### config.mk
export PLATFORM = sky130hd
export DESIGN_NAME = seq_pattern_gen
export DESIGN_NICKNAME = d
export VERILOG_FILES = /design/src/rtl/seq_pattern_gen.sv
export SDC_FILE = /design/constraint.sdc
export NUM_CORES = 1
export LEC_CHECK = 0
export ABC_AREA = 1
export BUFFER_PORTS_ARGS = -buffer_cell sky130_fd_sc_hd__buf_2
export CORE_MARGIN = 2
export CORE_UTILIZATION = 56
export CTS_CLUSTER_DIAMETER = 30
export DETAILED_ROUTE_END_ITERATION = 10
export GPL_TIMING_DRIVEN = 1
export PLACE_DENSITY = 0.77
export SKIP_CTS_REPAIR_TIMING = 1
export SLEW_MARGIN = 30
export SYNTH_ARGS = -nofsm -noshare
export SYNTH_HDL_FRONTEND = slang
export SYNTH_SLANG_ARGS = --single-unit
### constraint.sdc
create_clock -name clk -period 2 [get_ports clk]
set_input_delay 0.4 -clock clk [delete_from_list [all_inputs] [get_ports clk]]
set_output_delay 0.4 -clock clk [all_outputs]
set_load 0.01 [all_outputs]
### src/rtl/seq_pattern_gen.sv
// seq_pattern_gen: stimulus transmitter for a/b/d handshake frames.
//
// A start request launches a burst of `reps` frames (a ##1 b ##1 d), each separated by `gap`
// idle cycles. `mode` selects a complete frame or one of three deliberately broken variants.
// All outputs are registered and decoded from the next state, so they line up with the state
// register.
//
// Ports:
//   clk        single clock, rising edge
//   rst_n      asynchronous active-low reset
//   start      launch a burst (sampled only while idle)
//   abort      synchronous abort of the current burst
//   mode       0 complete, 1 drop d, 2 drop b, 3 a/b overlap
//   gap        idle cycles between consecutive frames
//   reps       frames per burst (0 treated as 1)
//   a_out      frame start strobe
//   b_out      second-beat strobe
//   d_out      frame completion strobe
//   busy       burst in progress
//   done       one-cycle pulse after the final frame
//   frame_cnt  frames completed in the current burst
module seq_pattern_gen #(
  parameter int unsigned CNT_W = 8
) (
  input  logic             clk,
  input  logic             rst_n,
  input  logic             start,
  input  logic             abort,
  input  logic [1:0]       mode,
  input  logic [CNT_W-1:0] gap,
  input  logic [CNT_W-1:0] reps,
  output logic             a_out,
  output logic             b_out,
  output logic             d_out,
  output logic             busy,
  output logic             done,
  output logic [CNT_W-1:0] frame_cnt
);

  typedef enum logic [2:0] {StIdle, StA, StB, StD, StGap} state_e;

  state_e           state_q, state_d;
  logic [1:0]       mode_q, mode_d;
  logic [CNT_W-1:0] gap_q, gap_d;
  logic [CNT_W-1:0] reps_q, reps_d;
  logic [CNT_W-1:0] gap_cnt_q, gap_cnt_d;
  logic [CNT_W-1:0] frame_cnt_d;
  logic [CNT_W-1:0] frames_next;
  logic             a_d, b_d, d_d, busy_d, done_d;

  assign frames_next = frame_cnt + CNT_W'(1);

  always_comb begin
    state_d     = state_q;
    mode_d      = mode_q;
    gap_d       = gap_q;
    reps_d      = reps_q;
    gap_cnt_d   = gap_cnt_q;
    frame_cnt_d = frame_cnt;
    done_d      = 1'b0;

    if (state_q != StIdle && abort) begin
      // Abort wins over every other transition; frame_cnt keeps its value.
      state_d = StIdle;
    end else begin
      unique case (state_q)
        StIdle: begin
          if (start && !abort) begin
            state_d     = StA;
            mode_d      = mode;
            gap_d       = gap;
            reps_d      = (reps == '0) ? CNT_W'(1) : reps;
            frame_cnt_d = '0;
          end
        end
        StA: state_d = StB;
        StB: state_d = StD;
        StD: begin
          frame_cnt_d = frames_next;
          if (frames_next == reps_q) begin
            state_d = StIdle;
            done_d  = 1'b1;
          end else if (gap_q != '0) begin
            state_d   = StGap;
            gap_cnt_d = gap_q;
          end else begin
            state_d = StA;
          end
        end
        StGap: begin
          // Loaded with gap on entry; the cycle that sees 1 is the last idle cycle.
          if (gap_cnt_q <= CNT_W'(1)) begin
            state_d = StA;
          end else begin
            gap_cnt_d = gap_cnt_q - CNT_W'(1);
          end
        end
        default: state_d = StIdle;
      endcase
    end
  end

  // Strobes decoded from the next state; mode_d already holds the freshly latched mode
  // on the cycle a burst is accepted.
  always_comb begin
    a_d    = (state_d == StA);
    b_d    = ((state_d == StA) && (mode_d == 2'd3)) || ((state_d == StB) && !mode_d[1]);
    d_d    = (state_d == StD) && (mode_d != 2'd1);
    busy_d = (state_d != StIdle);
  end

  always_ff @(posedge clk or negedge rst_n) begin
    if (!rst_n) begin
      state_q   <= StIdle;
      mode_q    <= 2'd0;
      gap_q     <= '0;
      reps_q    <= '0;
      gap_cnt_q <= '0;
      frame_cnt <= '0;
      a_out     <= 1'b0;
      b_out     <= 1'b0;
      d_out     <= 1'b0;
      busy      <= 1'b0;
      done      <= 1'b0;
    end else begin
      state_q   <= state_d;
      mode_q    <= mode_d;
      gap_q     <= gap_d;
      reps_q    <= reps_d;
      gap_cnt_q <= gap_cnt_d;
      frame_cnt <= frame_cnt_d;
      a_out     <= a_d;
      b_out     <= b_d;
      d_out     <= d_d;
      busy      <= busy_d;
      done      <= done_d;
    end
  end

endmodule

; Word-level counts from Yosys, hierarchy flattened
; Cells that the tools add are included.
[totals]
regBits = 42
input_bits = 22
out_inout_bits = 13
[op_classes]
add_sub_neg = 2
magnitude_cmp = 1
eq_ne = 14
n_mux = 19
bitwise = 1
n_reduce_logical = 18
[op_table]
columns = op, n
row1 = $mux 8, 5
row2 = $pmux 8 s2, 2
row3 = $mux 3, 5
row4 = $pmux 3 s5, 1
row5 = $eq 3x2->1 const B, 4
row6 = $add 8x1->8 const B, 1
row7 = $eq 8x8->1, 1
row8 = $le 8x1->1 const B, 1
row9 = $logic_not 8->1, 1
row10 = $ne 2x2->1 const B, 4
row11 = $reduce_bool 8->1, 1
row12 = $sub 8x1->8 const B, 1
row13 = $eq 3x1->1 const B, 2
row14 = $mux 2, 3
row15 = $reduce_and 3->1, 2
row16 = $reduce_bool 3->1, 2
row17 = $logic_and 1x1->1, 5
row18 = $reduce_and 5->1, 1
row19 = $reduce_bool 2->1, 2
row20 = $eq 3x3->1 const B, 1
row21 = $logic_not 3->1, 1
row22 = $mux 1, 3
row23 = $eq 2x2->1 const B, 1
row24 = $logic_not 1->1, 2
row25 = other kinds (3), 3

; Longest topological paths before layout
; Gate-level depths: netlist of run 1.
[depth]
word_depth = 8
depth_mapped = 15
mapped_depth_nobuf = 15

; Least setup slack after synthesis of run 1
; No wires, ideal clock.
[synth_path]
kind = reg2reg
start = register frame_cnt[0]
end = register busy
setup_ps = 130
t_arrival_ps = 1681
t_required_ps = 1870
slack_ps = 189
path_stages_with_launch = 13
n_path_buf = 0
synth_period_minus_slack_ps = 1811
cell_sequence = dfrtp_1 -> ha_1 -> nand2_2 -> nor2_2 -> nand3_1 -> nand3_1 -> nand2_1 -> nor2_2 -> nand3_2 -> nand2_2 -> nand2_4 -> nand2_8 -> nand3_1
[synth_via]
elab_chain_cells = 6
[synth_rtl]
columns = item, line_no
row1 = from (decl), 37  ; output logic [CNT_W-1:0] frame_cnt
row2 = from (signal assigned), 131  ; frame_cnt <= frame_cnt_d;
row3 = $add 8x1->8, 51  ; assign frames_next = frame_cnt + CNT_W'(1);
row4 = $eq 8x8->1, 80  ; if (frames_next == reps_q) begin
row5 = $mux 3, 80
row6 = $pmux 3 s5, 66  ; unique case (state_q)
row7 = $mux 3, 62  ; if (state_q != StIdle && abort) begin
row8 = $reduce_bool 3->1, 109  ; busy_d = (state_d != StIdle);
row9 = named net busy_d, 49  ; logic a_d, b_d, d_d, busy_d, done_d;
row10 = to (signal assigned), 135  ; busy <= busy_d;
row11 = to (decl), 35  ; output logic busy,
; The timed path passes the listed nets, and every way through them passes these cells.
; A chain may end at the register's enable or synchronous reset.

; Final worst setup path of run 1
[layout_path]
start = register frame_cnt[0]
end = register gap_cnt_q[7]
[layout_via]
elab_chain_cells = 4
[layout_rtl]
columns = item, line_no
row1 = $add 8x1->8, 51
row2 = $eq 8x8->1, 80
row3 = $ne 2x2->1 (no line), n/a
row4 = $reduce_and 5->1 (no line), n/a
row5 = to (signal assigned), 130  ; gap_cnt_q <= gap_cnt_d;
row6 = to (decl), 46  ; logic [CNT_W-1:0] gap_cnt_q, gap_cnt_d;
; Every way passes these cells.

==> flow_summary.json, run 1 <==
{
  "start_kind": "flip-flop",
  "die_y_um": 68.1,
  "dp_slack_ns": 0.138,
  "cts-root-buf": "clkbuf_8",
  "layout_setup_ws_ns": 0.117,
  "ir_worst_vdd_mv": 0.738,
  "cts_tree": "built",
  "max_stage_delay_ns": 0.36,
  "maxCapViolCount": 0,
  "num_vias": 2141,
  "grt_util_all_layers_pct": 24.1,
  "dp_cells": 387,
  "slew_headroom_pct": 65.3,
  "cp_num_buf_inv": 1,
  "path_delay_family": "simple AND/OR/NAND/NOR gates",
  "final_common_cell": "nand2_1",
  "crit_arrival_ns": 2.12,
  "p_leak_nw": 1.44,
  "synth-seq-area-share_pct": 45.7,
  "worstMarginPinSlew_ns": 0.521,
  "timing.hold.ws_ns": 0.156,
  "cp_max_fo": 10,
  "numCtsBuffers": 5,
  "dieArea_um2": 4630,
  "final_util_pct": 69.2,
  "dr.first_iter.drc_count": 113,
  "synth-simple-area-share_pct": 32.6,
  "grt_pass1_vias": 1933,
  "slew_viol_final": 0,
  "max_freq_ghz": 0.531,
  "path_cells": "buf_4 -> ha_4 -> nand2_2 -> nor2_2 -> nand3_1 -> nand3_1 -> nand2_1 -> nor2_2 -> nand3_2 -> nand2_4 -> nand2_8 -> nand2_4 -> nand2_2 -> nand2_1",
  "clock-sinks": 42,
  "yosys_warnings": 0,
  "synth-compound-area-share_pct": 10.4,
  "fin_crit_sh_pct": 94.1,
  "pwr_density_cell_nw_per_um2": 1250,
  "initial_core_util_pct": 57.9,
  "layout-drive-gt1-share_pct": 23.0,
  "core_um2": 3970,
  "hpwl_mm": 3.59,
  "vias_per_cell": 5.38,
  "slowest_stage": "dfrtp_1",
  "status": "complete, no violations",
  "overflow": 0,
  "drc_errors": 0,
  "synth_xor_area_share_pct": 1.14,
  "synthAdderAreaFrac_pct": 1.63,
  "ys_ff_latch": 42,
  "skew_ns": 0.00327,
  "setup_violations": 0,
  "worstPathRequired_ns": 2.23,
  "clkLatencyLatePin_ns": 0.29,
  "htreeDepth": 2,
  "die_w_um": 68.1,
  "synth_nets": 323,
  "synth_area_um2": 2300,
  "clk_pin_slew_ns": 0.08,
  "synth_top_family_by_area": "simple AND/OR/NAND/NOR gates",
  "io_buffers": 34,
  "grt_max_degree": 43,
  "mostFrequentLayoutCells": "63 x nand2_1, 41 x dfrtp_1, 40 x inv_1, 37 x nor2_1, 34 x buf_2",
  "fin_crit_ns": 1.88,
  "grt_pass1_wl_mm": 8.36,
  "synth_cell_types": 30,
  "wire_per_inst_um": 12.7,
  "layout.nets": 372,
  "wl_mm": 5.04,
  "clk_path_buf_depth": 2,
  "hold_class": "input pin to asynchronous set/reset pin",
  "place.gp.congestion": 0.939,
  "rows": 23,
  "finalHoldViolations": 0,
  "antenna_left": 0,
  "syn_inst": 298,
  "antenna_cells": 0,
  "area_growth_pct": 19.5,
  "antenna_found_initial": 0,
  "ios": 35,
  "layout.cells.non_filler": 398,
  "muxShareOfSynthArea_pct": 0.979,
  "first_pass_iters": 4,
  "endpoint_kind": "flip-flop",
  "setup_tns_ns": 0,
  "worstSetupPathType": "flip-flop to flip-flop",
  "syn_avg_cell_area_um2": 7.72
}
## final timing paths
kind / startpoint / end / slack (ns) / depth (start not counted)
worst max-delay path: frame_cnt[0] / gap_cnt_q[7] / 0.12 / 14
worst min-delay path: rst_n / reps_q[2] / 0.16 / 2
worst max register to register: frame_cnt[0] / gap_cnt_q[7] / 0.12 / 14
worst min register to register: gap_cnt_q[3] / gap_cnt_q[3] / 0.52 / 2
max in group asynchronous: rst_n / frame_cnt[2] / 1.47 / 2
min in group clk: gap[2] / gap_q[2] / 0.34 / 2
## stage by stage
stage / total power, W / area [um2]
floorplan: 0.00232 / 2300
global placement: 0.00268 / 2590
detailed placement: 0.00270 / 2590
CTS: 0.00337 / 2690
global route: 0.00371 / 2750
finish: 0.00343 / 2750
## cell usage after synthesis, drive strengths merged
cell	number	area, um2
clkbuf	3	11.3
nand4	5	31.3
inv	40	150
and2	1	8.76
o21ai	23	130
a21oi	11	55.1
buf	2	10.0
o22ai	4	25.0
nor3	3	15.0
or2	3	18.8
xnor2	2	17.5
ha	3	37.5
dfrtp	42	1050
nand2	75	328
mux2	2	22.5
nand3	32	165
a31oi	2	12.5
xor2	1	8.76
o2111ai	1	8.76
nor4	1	6.26
nor2	41	178
a41oi	1	8.76
## power by group
group | internal, W | switching, W | total (W) | leakage [nW]
logic | 0.000553 | 0.000841 | 0.00139 | 0.868
clock network | 0.000374 | 0.000281 | 0.000655 | 0.0524
registers | 0.00116 | 0.000220 | 0.00138 | 0.520
total | 0.00208 | 0.00134 | 0.00343 | 1.44
## cell type report
| class | instances | area, um2 |
|---|---|---|
| Clock buffer | 7 | 76.3 |
| Clock inverter | 1 | 30.0 |
| Fill cell | 332 | 1220 |
| Inverter | 40 | 150 |
| Multi-Input combinational cell | 212 | 1120 |
| Sequential cell | 42 | 1050 |
| Tap cell | 50 | 62.6 |
| Timing Repair Buffer | 46 | 260 |
## metal layers
metal | vias up | share of wire (%) | GRT usage (%)
met1 | 998 | 48 | 33.5
met2 | 73 | 45 | 36.2
met3 | 7 | 6.2 | 6.09
met4 | 0 | 1.5 | 9.25
met5 | - | 0 | 0
li1 | 1063 | - | -
## registers in the layout, indices dropped and copies added, names as in the netlist
name       cells
gap_q          8
done           1
b_out          1
reps_q         8
state_q        3
gap_cnt_q      8
mode_q         2
d_out          1
frame_cnt      8
a_out          1
busy           1
## kinds of logic (layout without fill, tap and decap cells)
kind of cell,after synthesis,in the layout
simple gates,161,162
buf+inv,45,94
compound gates,42,42
flops,42,42
fa+ha+maj,3,3
xor+xnor,3,3
mux,2,2
(Power assumes the default switching activity.)
==> run 2, diff against run 1 <==
--- a/config.mk
+++ b/config.mk
@@ -8,11 +8,11 @@
 export ABC_AREA = 1
 export BUFFER_PORTS_ARGS = -buffer_cell sky130_fd_sc_hd__buf_2
 export CORE_MARGIN = 2
-export CORE_UTILIZATION = 56
+export CORE_UTILIZATION = 60
 export CTS_CLUSTER_DIAMETER = 30
 export DETAILED_ROUTE_END_ITERATION = 10
 export GPL_TIMING_DRIVEN = 1
-export PLACE_DENSITY = 0.77
+export PLACE_DENSITY = 0.82
 export SKIP_CTS_REPAIR_TIMING = 1
 export SLEW_MARGIN = 30
 export SYNTH_ARGS = -nofsm -noshare
==> constraint.sdc (replaced) <==
create_clock -name clk -period 2.2 [get_ports clk]
set_input_delay 0.44 -clock clk [delete_from_list [all_inputs] [get_ports clk]]
set_output_delay 0.44 -clock clk [all_outputs]
set_load 0.01 [all_outputs]
==> run 2 against run 1 <==
- clock skew grew 0.0047 ns
- first-iteration DRC count is 65% higher
- total power decreased by 14%
- hold slack lost 0.056 ns
- largest cell class unchanged
- die area is 6.3% lower
- design area shrank 3.3%
- via count down 4.5%
==> flow_summary.json, run 2 (synthesis gave the netlist of run 1 again) <==
{
  "layout.nets": 365,
  "reg2regPathDepth": 12,
  "start_kind": "flip-flop",
  "core_um2": 3660,
  "p_total_w": 0.00295,
  "fin_crit_sh_pct": 88.5,
  "io_buffers": 34,
  "antenna_left": 0,
  "slowest_stage": "dfrtp_1",
  "place_area_um2": 2570,
  "antenna_found_initial": 0,
  "path_delay_family": "simple AND/OR/NAND/NOR gates",
  "clkLatencyLatePin_ns": 0.29,
  "rows": 22,
  "design_area_um2": 2660,
  "dr.first_iter.drc_count": 186,
  "dieArea_um2": 4340,
  "first_pass_iters": 5,
  "numCtsBuffers": 5,
  "pwr_density_cell_nw_per_um2": 1110,
  "layout.cells.non_filler": 389,
  "endpoint_kind": "flip-flop",
  "dp_cells": 381,
  "r2r-end": "busy",
  "setup_violations": 0,
  "cp_num_buf_inv": 0,
  "path_common_cell": "nand3_1",
  "cts_tree": "built",
  "skew_ns": 0.00794,
  "maxCapViolCount": 0,
  "hold_class": "input pin to asynchronous set/reset pin",
  "hpwl_mm": 3.61,
  "worstSetupPathType": "flip-flop to flip-flop",
  "layout-drive-gt1-share_pct": 20.8,
  "worstMarginPinSlew_ns": 0.426,
  "slew_viol_final": 0,
  "path_cells": "ha_1 -> nand2_2 -> nor2_2 -> nand3_1 -> nand3_1 -> nand2_1 -> nor2_2 -> nand3_2 -> nand2_2 -> nand2_4 -> nand2_8 -> nand3_1",
  "finalHoldViolations": 0,
  "grt_max_degree": 43,
  "clk_pin_slew_ns": 0.08,
  "antenna_cells": 0,
  "max_freq_ghz": 0.514,
  "overflow": 0,
  "clock-sinks": 42,
  "final_util_pct": 72.6,
  "initial_core_util_pct": 62.8,
  "wire_per_inst_um": 12.7,
  "ios": 35,
  "slew_headroom_pct": 71.5,
  "die_y_um": 65.9,
  "p_leak_nw": 1.41,
  "crit_arrival_ns": 2.12,
  "final_common_cell": "nand2_1",
  "grt_pass1_vias": 1974,
  "regToRegStartpoint": "frame_cnt[0]",
  "n_fill_cell": 289,
  "ir_worst_vdd_mv": 0.640,
  "rsz0062_at_grt": "false",
  "num_vias": 2045,
  "setup_tns_ns": 0,
  "drc_errors": 0,
  "die_w_um": 65.9,
  "max_stage_delay_ns": 0.46,
  "worstPathRequired_ns": 2.37,
  "cp_max_fo": 10,
  "fin_crit_ns": 1.95,
  "clk_path_buf_depth": 2,
  "grt_pass1_wl_mm": 8.55,
  "place.gp.congestion": 0.884,
  "mostFrequentLayoutCells": "64 x nand2_1, 42 x dfrtp_1, 40 x inv_1, 37 x nor2_1, 34 x buf_2",
  "area_growth_pct": 15.6,
  "grt_util_all_layers_pct": 26.0,
  "cts-root-buf": "clkbuf_8",
  "wl_mm": 4.93,
  "reg2reg_slack_ns": 0.25,
  "htreeDepth": 2,
  "vias_per_cell": 5.26,
  "status": "complete, no violations"
}
==> run 2: changes by cell type in the layout (fill, tap and decap cells not counted), sizes merged <==
cell    change
nand2       -1
clkinv      +1
bufinv      -1
buf         -6
==> run 2: cell type report <==
type                            instances  area [um2]  area share [%]
Multi-Input combinational cell        211        1080            40.5
Sequential cell                        42        1050            39.5
Timing Repair Buffer                   40         228            8.57
Inverter                               40         150            5.65
Clock buffer                            7        86.3            3.25
Tap cell                               48        60.1            2.26
Clock inverter                          1        5.00           0.188
==> run 2: layer usage <==
layer / up-vias / part of all wire (%) / GRT usage, %
met5: - / 0 / 0
met4: 0 / 1.7 / 11.2
met3: 10 / 6.6 / 5.96
met2: 68 / 47 / 41.4
met1: 924 / 45 / 34.1
li1: 1043 / - / -
==> run 2: power by group <==
part           switching (W)  internal, W  leakage [nW]  total, W
Sequential          0.000208      0.00105         0.522   0.00126
Clock               0.000257     0.000253        0.0482  0.000511
Combinational       0.000729     0.000455         0.839   0.00118
==> run 2: worst max-delay path by stage <==
stage | slack (ns) | startpoint | end | depth (start not counted)
6_report | 0.25 | frame_cnt[0] | busy | 12
5_1_grt | 0.05 | frame_cnt[0] | busy | 14
4_1_cts | 0.25 | frame_cnt[0] | busy | 12
3_5_place_dp | 0.27 | frame_cnt[0] | busy | 12
3_3_place_gp | 0.35 | frame_cnt[0] | busy | 11
2_1_floorplan | 0.39 | frame_cnt[0] | busy | 12
==> run 2: stage by stage <==
step                hold WS [ns]  setup WS, ns
global placement           0.427         0.352
CTS                        0.111         0.250
global route               0.131        0.0503
detailed placement         0.429         0.269
floorplan                  0.144         0.389
finish                    0.0999         0.253
